<file path="src/rtl/multicycle_control_unit_if.sv">
// Memory request handshake between the multi-cycle controller and the memory.
//   memRequest : controller asks for an access (held until memReady)
//   memWrite   : with memRequest, 1 = store, 0 = read
//   memReady   : memory completion strobe for the current request
interface multicycle_control_unit_if;
  logic memRequest;
  logic memWrite;
  logic memReady;

  modport master (
    output memRequest,
    output memWrite,
    input  memReady
  );

  modport slave (
    input  memRequest,
    input  memWrite,
    output memReady
  );
endinterface

</file>
<file path="src/rtl/multicycle_control_unit.sv">
// Sequencing controller for the multi-cycle RISC-V core (R-type, ld, sd, beq).
// Walks each instruction through FETCH/DECODE/EXECUTE/MEM/WB states and drives
// datapath selects, enables, the ALU operation code and the memory handshake.
// Ports:
//   clock, resetN      : clock, asynchronous active-low reset
//   mem (master)       : memRequest/memWrite out, memReady in
//   opcodeInput        : opcode field of the instruction register
//   zeroInput          : ALU zero flag, used in BRANCH
//   irWrite, pcWrite   : IR / PC load enables (depend on memReady / zeroInput)
//   pcSource, ALUOperationOutput, ALUSrcA, ALUSrcB, regWrite, memToReg
//                      : registered per-state datapath controls
//   retire             : pulse on the final cycle of an instruction
//   illegalInstruction, busError : sticky trap flags
//   stateOutput        : current state encoding for debug
module multicycle_control_unit #(
  parameter int unsigned MEM_TIMEOUT = 255
) (
  input  logic                       clock,
  input  logic                       resetN,
  multicycle_control_unit_if.master  mem,
  input  logic [6:0]                 opcodeInput,
  input  logic                       zeroInput,
  output logic                       irWrite,
  output logic                       pcWrite,
  output logic                       pcSource,
  output logic [1:0]                 ALUOperationOutput,
  output logic                       ALUSrcA,
  output logic [1:0]                 ALUSrcB,
  output logic                       regWrite,
  output logic                       memToReg,
  output logic                       retire,
  output logic                       illegalInstruction,
  output logic                       busError,
  output logic [3:0]                 stateOutput
);

  localparam int unsigned WAIT_W  = 8;
  localparam int unsigned STATE_W = 4;

  localparam logic [6:0] OP_LD  = 7'b0000011;
  localparam logic [6:0] OP_SD  = 7'b0100011;
  localparam logic [6:0] OP_R   = 7'b0110011;
  localparam logic [6:0] OP_BEQ = 7'b1100011;

  typedef enum logic [STATE_W-1:0] {
    IDLE     = 4'd0,
    FETCH    = 4'd1,
    DECODE   = 4'd2,
    MEMADDR  = 4'd3,
    MEMREAD  = 4'd4,
    MEMWB    = 4'd5,
    MEMWRITE = 4'd6,
    EXECUTE  = 4'd7,
    RWB      = 4'd8,
    BRANCH   = 4'd9,
    TRAP     = 4'd10
  } state_e;

  // Moore datapath controls, registered from the next state.
  typedef struct packed {
    logic       memRequest;
    logic       memWrite;
    logic       pcSource;
    logic [1:0] aluOp;
    logic       aluSrcA;
    logic [1:0] aluSrcB;
    logic       regWrite;
    logic       memToReg;
  } ctrl_t;

  state_e              state_q, state_d;
  logic                run_q;
  logic [WAIT_W-1:0]   wait_q, wait_d;
  logic                ill_q, ill_d;
  logic                bus_q, bus_d;
  ctrl_t               ctrl_q, ctrl_d;

  logic                mem_state_c;
  logic                timeout_c;

  // States that hold a memory request open and therefore count wait cycles.
  assign mem_state_c = (state_q == FETCH) || (state_q == MEMREAD) ||
                       (state_q == MEMWRITE);

  // Last permitted wait cycle: memReady still low here means a bus error.
  assign timeout_c = (wait_q == WAIT_W'(MEM_TIMEOUT - 1));

  // Next-state, wait counter, sticky flags and next Moore controls.
  always_comb begin
    state_d = state_q;
    wait_d  = wait_q;
    ill_d   = ill_q;
    bus_d   = bus_q;
    ctrl_d  = '0;

    case (state_q)
      // Hold IDLE for one edge after reset release before the first fetch.
      IDLE: if (run_q) state_d = FETCH;

      FETCH: begin
        if (mem.memReady) begin
          state_d = DECODE;
        end else if (timeout_c) begin
          state_d = TRAP;
          bus_d   = 1'b1;
        end
      end

      DECODE: begin
        case (opcodeInput)
          OP_LD, OP_SD: state_d = MEMADDR;
          OP_R:         state_d = EXECUTE;
          OP_BEQ:       state_d = BRANCH;
          default: begin
            state_d = TRAP;
            ill_d   = 1'b1;
          end
        endcase
      end

      MEMADDR: state_d = (opcodeInput == OP_SD) ? MEMWRITE : MEMREAD;

      MEMREAD: begin
        if (mem.memReady) begin
          state_d = MEMWB;
        end else if (timeout_c) begin
          state_d = TRAP;
          bus_d   = 1'b1;
        end
      end

      MEMWRITE: begin
        if (mem.memReady) begin
          state_d = FETCH;
        end else if (timeout_c) begin
          state_d = TRAP;
          bus_d   = 1'b1;
        end
      end

      MEMWB:   state_d = FETCH;
      EXECUTE: state_d = RWB;
      RWB:     state_d = FETCH;
      BRANCH:  state_d = FETCH;
      TRAP:    state_d = TRAP;
      default: state_d = TRAP;
    endcase

    // Counter restarts on every state change; a ready cycle ends the wait.
    if (state_d != state_q) begin
      wait_d = '0;
    end else if (mem_state_c && !mem.memReady) begin
      wait_d = wait_q + WAIT_W'(1);
    end

    case (state_d)
      FETCH: begin
        ctrl_d.memRequest = 1'b1;
        ctrl_d.aluSrcB    = 2'b01;
      end
      // Branch target (PC + imm) is precomputed into ALUOut here.
      DECODE: begin
        ctrl_d.aluSrcB = 2'b10;
      end
      MEMADDR: begin
        ctrl_d.aluSrcA = 1'b1;
        ctrl_d.aluSrcB = 2'b10;
      end
      MEMREAD: begin
        ctrl_d.memRequest = 1'b1;
      end
      MEMWRITE: begin
        ctrl_d.memRequest = 1'b1;
        ctrl_d.memWrite   = 1'b1;
      end
      MEMWB: begin
        ctrl_d.regWrite = 1'b1;
        ctrl_d.memToReg = 1'b1;
      end
      EXECUTE: begin
        ctrl_d.aluSrcA = 1'b1;
        ctrl_d.aluOp   = 2'b10;
      end
      RWB: begin
        ctrl_d.regWrite = 1'b1;
      end
      BRANCH: begin
        ctrl_d.aluSrcA  = 1'b1;
        ctrl_d.aluOp    = 2'b01;
        ctrl_d.pcSource = 1'b1;
      end
      default: ctrl_d = '0;
    endcase
  end

  // State, counter, flags and controls; reset forces every control low.
  always_ff @(posedge clock or negedge resetN) begin
    if (!resetN) begin
      state_q <= IDLE;
      run_q   <= 1'b0;
      wait_q  <= '0;
      ill_q   <= 1'b0;
      bus_q   <= 1'b0;
      ctrl_q  <= '0;
    end else begin
      state_q <= state_d;
      run_q   <= 1'b1;
      wait_q  <= wait_d;
      ill_q   <= ill_d;
      bus_q   <= bus_d;
      ctrl_q  <= ctrl_d;
    end
  end

  assign mem.memRequest     = ctrl_q.memRequest;
  assign mem.memWrite       = ctrl_q.memWrite;
  assign pcSource           = ctrl_q.pcSource;
  assign ALUOperationOutput = ctrl_q.aluOp;
  assign ALUSrcA            = ctrl_q.aluSrcA;
  assign ALUSrcB            = ctrl_q.aluSrcB;
  assign regWrite           = ctrl_q.regWrite;
  assign memToReg           = ctrl_q.memToReg;

  // Enables that must react to memReady / zeroInput within the same cycle.
  assign irWrite = (state_q == FETCH) && mem.memReady;
  assign pcWrite = irWrite || ((state_q == BRANCH) && zeroInput);
  assign retire  = ((state_q == MEMWRITE) && mem.memReady) ||
                   (state_q == MEMWB) || (state_q == RWB) ||
                   (state_q == BRANCH);

  assign illegalInstruction = ill_q;
  assign busError           = bus_q;
  assign stateOutput        = state_q;

endmodule

</file>
<file path="src/flat_wrapper.sv">
// flat-port wrapper written by rule: the top's interface ports become plain ports
module multicycle_control_unit_flat 
#(
  parameter int unsigned MEM_TIMEOUT = 255
)
  (clock, resetN, opcodeInput, zeroInput, irWrite, pcWrite, pcSource, ALUOperationOutput, ALUSrcA, ALUSrcB, regWrite, memToReg, retire, illegalInstruction, busError, stateOutput, mem_memRequest, mem_memWrite, mem_memReady);
  multicycle_control_unit_if mem_i ();
  input  logic clock;
  input  logic resetN;
  input  logic [6:0] opcodeInput;
  input  logic zeroInput;
  output logic irWrite;
  output logic pcWrite;
  output logic pcSource;
  output logic [1:0] ALUOperationOutput;
  output logic ALUSrcA;
  output logic [1:0] ALUSrcB;
  output logic regWrite;
  output logic memToReg;
  output logic retire;
  output logic illegalInstruction;
  output logic busError;
  output logic [3:0] stateOutput;
  output wire logic [$bits(mem_i.memRequest)-1:0] mem_memRequest;
  output wire logic [$bits(mem_i.memWrite)-1:0] mem_memWrite;
  input wire logic [$bits(mem_i.memReady)-1:0] mem_memReady;
  assign mem_memRequest = mem_i.memRequest;
  assign mem_memWrite = mem_i.memWrite;
  assign mem_i.memReady = mem_memReady;
  multicycle_control_unit #(.MEM_TIMEOUT(MEM_TIMEOUT)) u_core (.clock(clock), .resetN(resetN), .mem(mem_i), .opcodeInput(opcodeInput), .zeroInput(zeroInput), .irWrite(irWrite), .pcWrite(pcWrite), .pcSource(pcSource), .ALUOperationOutput(ALUOperationOutput), .ALUSrcA(ALUSrcA), .ALUSrcB(ALUSrcB), .regWrite(regWrite), .memToReg(memToReg), .retire(retire), .illegalInstruction(illegalInstruction), .busError(busError), .stateOutput(stateOutput));
endmodule
</file>
<file path="config.mk">
export PLATFORM = sky130hd
export DESIGN_NAME = multicycle_control_unit_flat
export DESIGN_NICKNAME = d
export VERILOG_FILES = /design/src/rtl/multicycle_control_unit_if.sv /design/src/rtl/multicycle_control_unit.sv /design/src/flat_wrapper.sv
export SDC_FILE = /design/constraint.sdc
export NUM_CORES = 1
export LEC_CHECK = 0
export ABC_AREA = 1
export CELL_PAD_IN_SITES_DETAIL_PLACEMENT = 2
export CELL_PAD_IN_SITES_GLOBAL_PLACEMENT = 2
export CORE_MARGIN = 8
export CORE_UTILIZATION = 35
export DETAILED_ROUTE_END_ITERATION = 16
export DONT_BUFFER_PORTS = 1
export GPL_ROUTABILITY_DRIVEN = 1
export GPL_TIMING_DRIVEN = 0
export PLACE_DENSITY_LB_ADDON = 0.05
export SLEW_MARGIN = 25
export SYNTH_ARGS = -nofsm -noshare
export SYNTH_HDL_FRONTEND = slang
export SYNTH_SLANG_ARGS = --single-unit
</file>
<file path="constraint.sdc">
create_clock -name clock -period 1.76 [get_ports clock]
set_input_delay 0 -clock clock [delete_from_list [all_inputs] [get_ports clock]]
set_output_delay 0 -clock clock [all_outputs]
set_load 0.02 [all_outputs]
</file>
==> flow_summary.yaml <==
detailed_routing:
  first_pass_iters: 4
  antenna_left: 0
  wire_per_inst_um: 17.5
  via_per_inst: 5.08
  dr_total_vias: 1274
  drc_errors: 0
  drtIter0Drc: 30
  routed_wl_mm: 4.40
floorplanning:
  io_pins: 30
  core_um2: 3940
  die_height_um: 79.6
  dieArea_um2: 6340
  die-width_um: 79.6
  row_count: 23
  start_util: 0.359
timing:
  fin_skew_ns: 0.00384
  setup_slack_ns: -0.0306
  setup_viol: 8
  fmax_mhz: 558
  fin_setup_tns_ns: -0.127
  maxSlewViolCount: 0
  period_share: 1.02
  hold_viol: 0
  fin_crit_ns: 1.79
  rsz0062_at_grt: "yes"
clock_tree:
  cts.sinks: 25
  htreeDepth: 1
  cts_root_buf: "clkbuf_8"
  clk_pin_slew_ns: 0.10
  clk_latency_ns: 0.27
  cts_tree: "built"
  numCtsBuffers: 3
  ctsLongestPathBuffers: 2
grt:
  antenna_found_initial: 0
  grt_pass1_wl_mm: 7.22
  grt_pass1_vias: 1477
  grt.total_usage: 0.145
  grt-ovfl-total: 0
  grt_max_degree: 26
logic_synthesis:
  synth_xor_area_frac: 0.0433
  synth_edf_count: 0
  synth_ff_type: "dfrtp_1"
  ys_seq_area_frac: 0.442
  syn_area_per_cell_um2: 7.78
  yosysTopAreaCellShare: 0.442
  async_reset_ff_frac: 1.00
  synth_top_family_by_area: "simple AND/OR/NAND/NOR gates"
  yosys.area_share.simple: 0.374
  synth-warning-count: 0
  synth_area_leader_cell: "dfrtp_1"
  synth_compound_area_frac: 0.0495
  synthMuxAreaShare: 0
  ys_types: 28
  yosys-top-cells-count: "38 x nand2_1, 29 x nor2_1, 25 x dfrtp_1, 21 x inv_1, 18 x nand3_1"
  synth.area.top_cells: "dfrtp_1 44%, nand2_1 10%, nor2_1 7.7%"
  syn_nets: 195
  synthAdderAreaFrac: 0.0177
  ys_seq_elements: 25
  synth_cells: 182
  synth_area_um2: 1420
  yosysMostFrequentCell: "nand2_1"
power_and_ir_drop:
  total_power_mw: 0.995
  ir_drop_uv: 258
  p_per_area_nw_per_um2: 559
  power_leakage_nw: 0.838
worst_setup_path:
  path_delay_family: "simple AND/OR/NAND/NOR gates"
  critical_path.startpoint_type: "flop"
  cpPeakStageDelay_ns: 0.48
  cp_cell_sequence: "buf_6 -> nor2_4 -> nand2_2 -> a21oi_4 -> o21ai_2 -> o21ai_1 -> inv_1 -> nor2_2 -> nand2_4 -> nor2_2"
  cp-end-kind: "flop"
  cp.arrival_ns: 2.00
  crit_path_max_fanout: 8
  path_buf_inv: 2
  crit_top_cell: "nor2_2"
  slowest_stage: "dfrtp_2"
  cp_data_required_time_ns: 1.97
  crit_type: "reg2reg"
min_path:
  hold_class: "in2reg"
run_status:
  failed_checks: "negative setup slack"
  status: "finished with violations"
cells_and_area:
  finish.utilization: 0.451
  antenna_cells: 0
  area_delta_synth_final_pct: 25.6
  nets: 215
  layout-drive-gt1-share: 0.294
placement:
  port_buffers: 0
  gp_congestion: 0.775
  dpl.hpwl_mm: 3.26
run:
  cap_viol_max_count: 0
[worst register-to-register path, cell delays in order, from the launching register on]
cell and delay, ns:
dfrtp_2 0.48, buf_6 0.16, nor2_4 0.15, nand2_2 0.12, a21oi_4 0.18, o21ai_2 0.09, o21ai_1 0.08, inv_1 0.06
nor2_2 0.15, nand2_4 0.12, nor2_2 0.13
[placed cells by master, fill, tap and decap left out, types with 2 or more instances in the layout]
| cell type | instances |
|---|---|
| o21ai_0 | 2 |
| ha_1 | 2 |
| nand2_4 | 2 |
| nor2_2 | 9 |
| inv_1 | 19 |
| o21ai_1 | 4 |
| buf_4 | 6 |
| nor3_2 | 2 |
| nand4_1 | 5 |
| dfrtp_1 | 21 |
| xnor2_1 | 2 |
| xor2_1 | 5 |
| nand3_2 | 5 |
| a21oi_1 | 2 |
| inv_2 | 4 |
| dfrtp_2 | 4 |
| o21ai_2 | 2 |
| clkbuf_8 | 3 |
| nor2_1 | 20 |
| nor2_4 | 5 |
| nand2_1 | 32 |
| nand3b_1 | 2 |
| nand2_2 | 9 |
| nand3_1 | 14 |
| dlygate4sd3_1 | 8 |
[metrics by stage]
stage / worst slack [ns] / std cells / instance area, um^2 / hold slack, ns
after floorplan: 0.154 / 182 / 1420 / -0.296
after global placement: -0.160 / 232 / 1480 / -0.295
after detailed placement: -0.215 / 232 / 1480 / -0.295
after CTS: -0.0457 / 250 / 1760 / 0.0391
after global routing: -0.198 / 251 / 1780 / 0.0337
final: -0.0306 / 251 / 1780 / 0.0282
[sequential cells by signal, summed over array words and instances, names as in the netlist, 2 cells and up]
register                   flops
u_core.wait_q                  8
u_core.stateOutput             4
u_core.ALUOperationOutput      2
u_core.ALUSrcB                 2
[layer usage]
metal / vias up / routed length, um / track usage
met4: 0 / 58 / 0.0500
met3: 6 / 151 / 0.0293
met2: 19 / 2340 / 0.257
met5: - / 0 / 0
li1: 613 / - / -
met1: 636 / 1850 / 0.169
[logic make-up (layout without fill, tap and decap cells)]
family | after synthesis | count (layout)
simple gates | 110 | 110
flops | 25 | 25
buf+inv | 25 | 44
compound gates | 12 | 12
xor+xnor | 7 | 7
fa+ha+maj | 2 | 2
other cells | 1 | 1
[where the power goes]
part	leakage (nW)	total, mW	switching [mW]	internal [mW]
clock	0.0217	0.366	0.205	0.161
combinational	0.488	0.0527	0.0321	0.0206
sequential	0.328	0.576	0.00106	0.575
[what timing repair did]
action	in CTS	in global routing
pin swaps	11	3
setup endpoints to repair	12	12
endpoints found under the hold margin	30	0
resized for setup	32	4
setup buffers	5	1
hold buffers	9	0
[final timing paths]
| kind | from | end | slack (ns) | cells past startpoint |
|---|---|---|---|---|
| min | mem_memReady | u_core.stateOutput[1] | 0.03 | 3 |
| max reg2reg | u_core.stateOutput[2] | u_core.wait_q[4] | -0.03 | 10 |
| max | u_core.stateOutput[2] | u_core.wait_q[4] | -0.03 | 10 |
| min reg2reg | u_core.wait_q[6] | u_core.wait_q[6] | 0.56 | 2 |
| max in group asynchronous | resetN | u_core.stateOutput[3] | 1.45 | 2 |
| min in group asynchronous | resetN | u_core.busError | 0.15 | 2 |
[area by class of cell]
cell class | count | area, um^2
clock inverter | 1 | 7.51
multi-input combinational | 132 | 788
sequential | 25 | 631
clock buffer | 3 | 41.3
tap | 50 | 62.6
inverter | 24 | 92.6
fill | 446 | 2160
buffer | 1 | 11.3
timing repair buffer | 15 | 145
(Power assumes the default switching activity.)
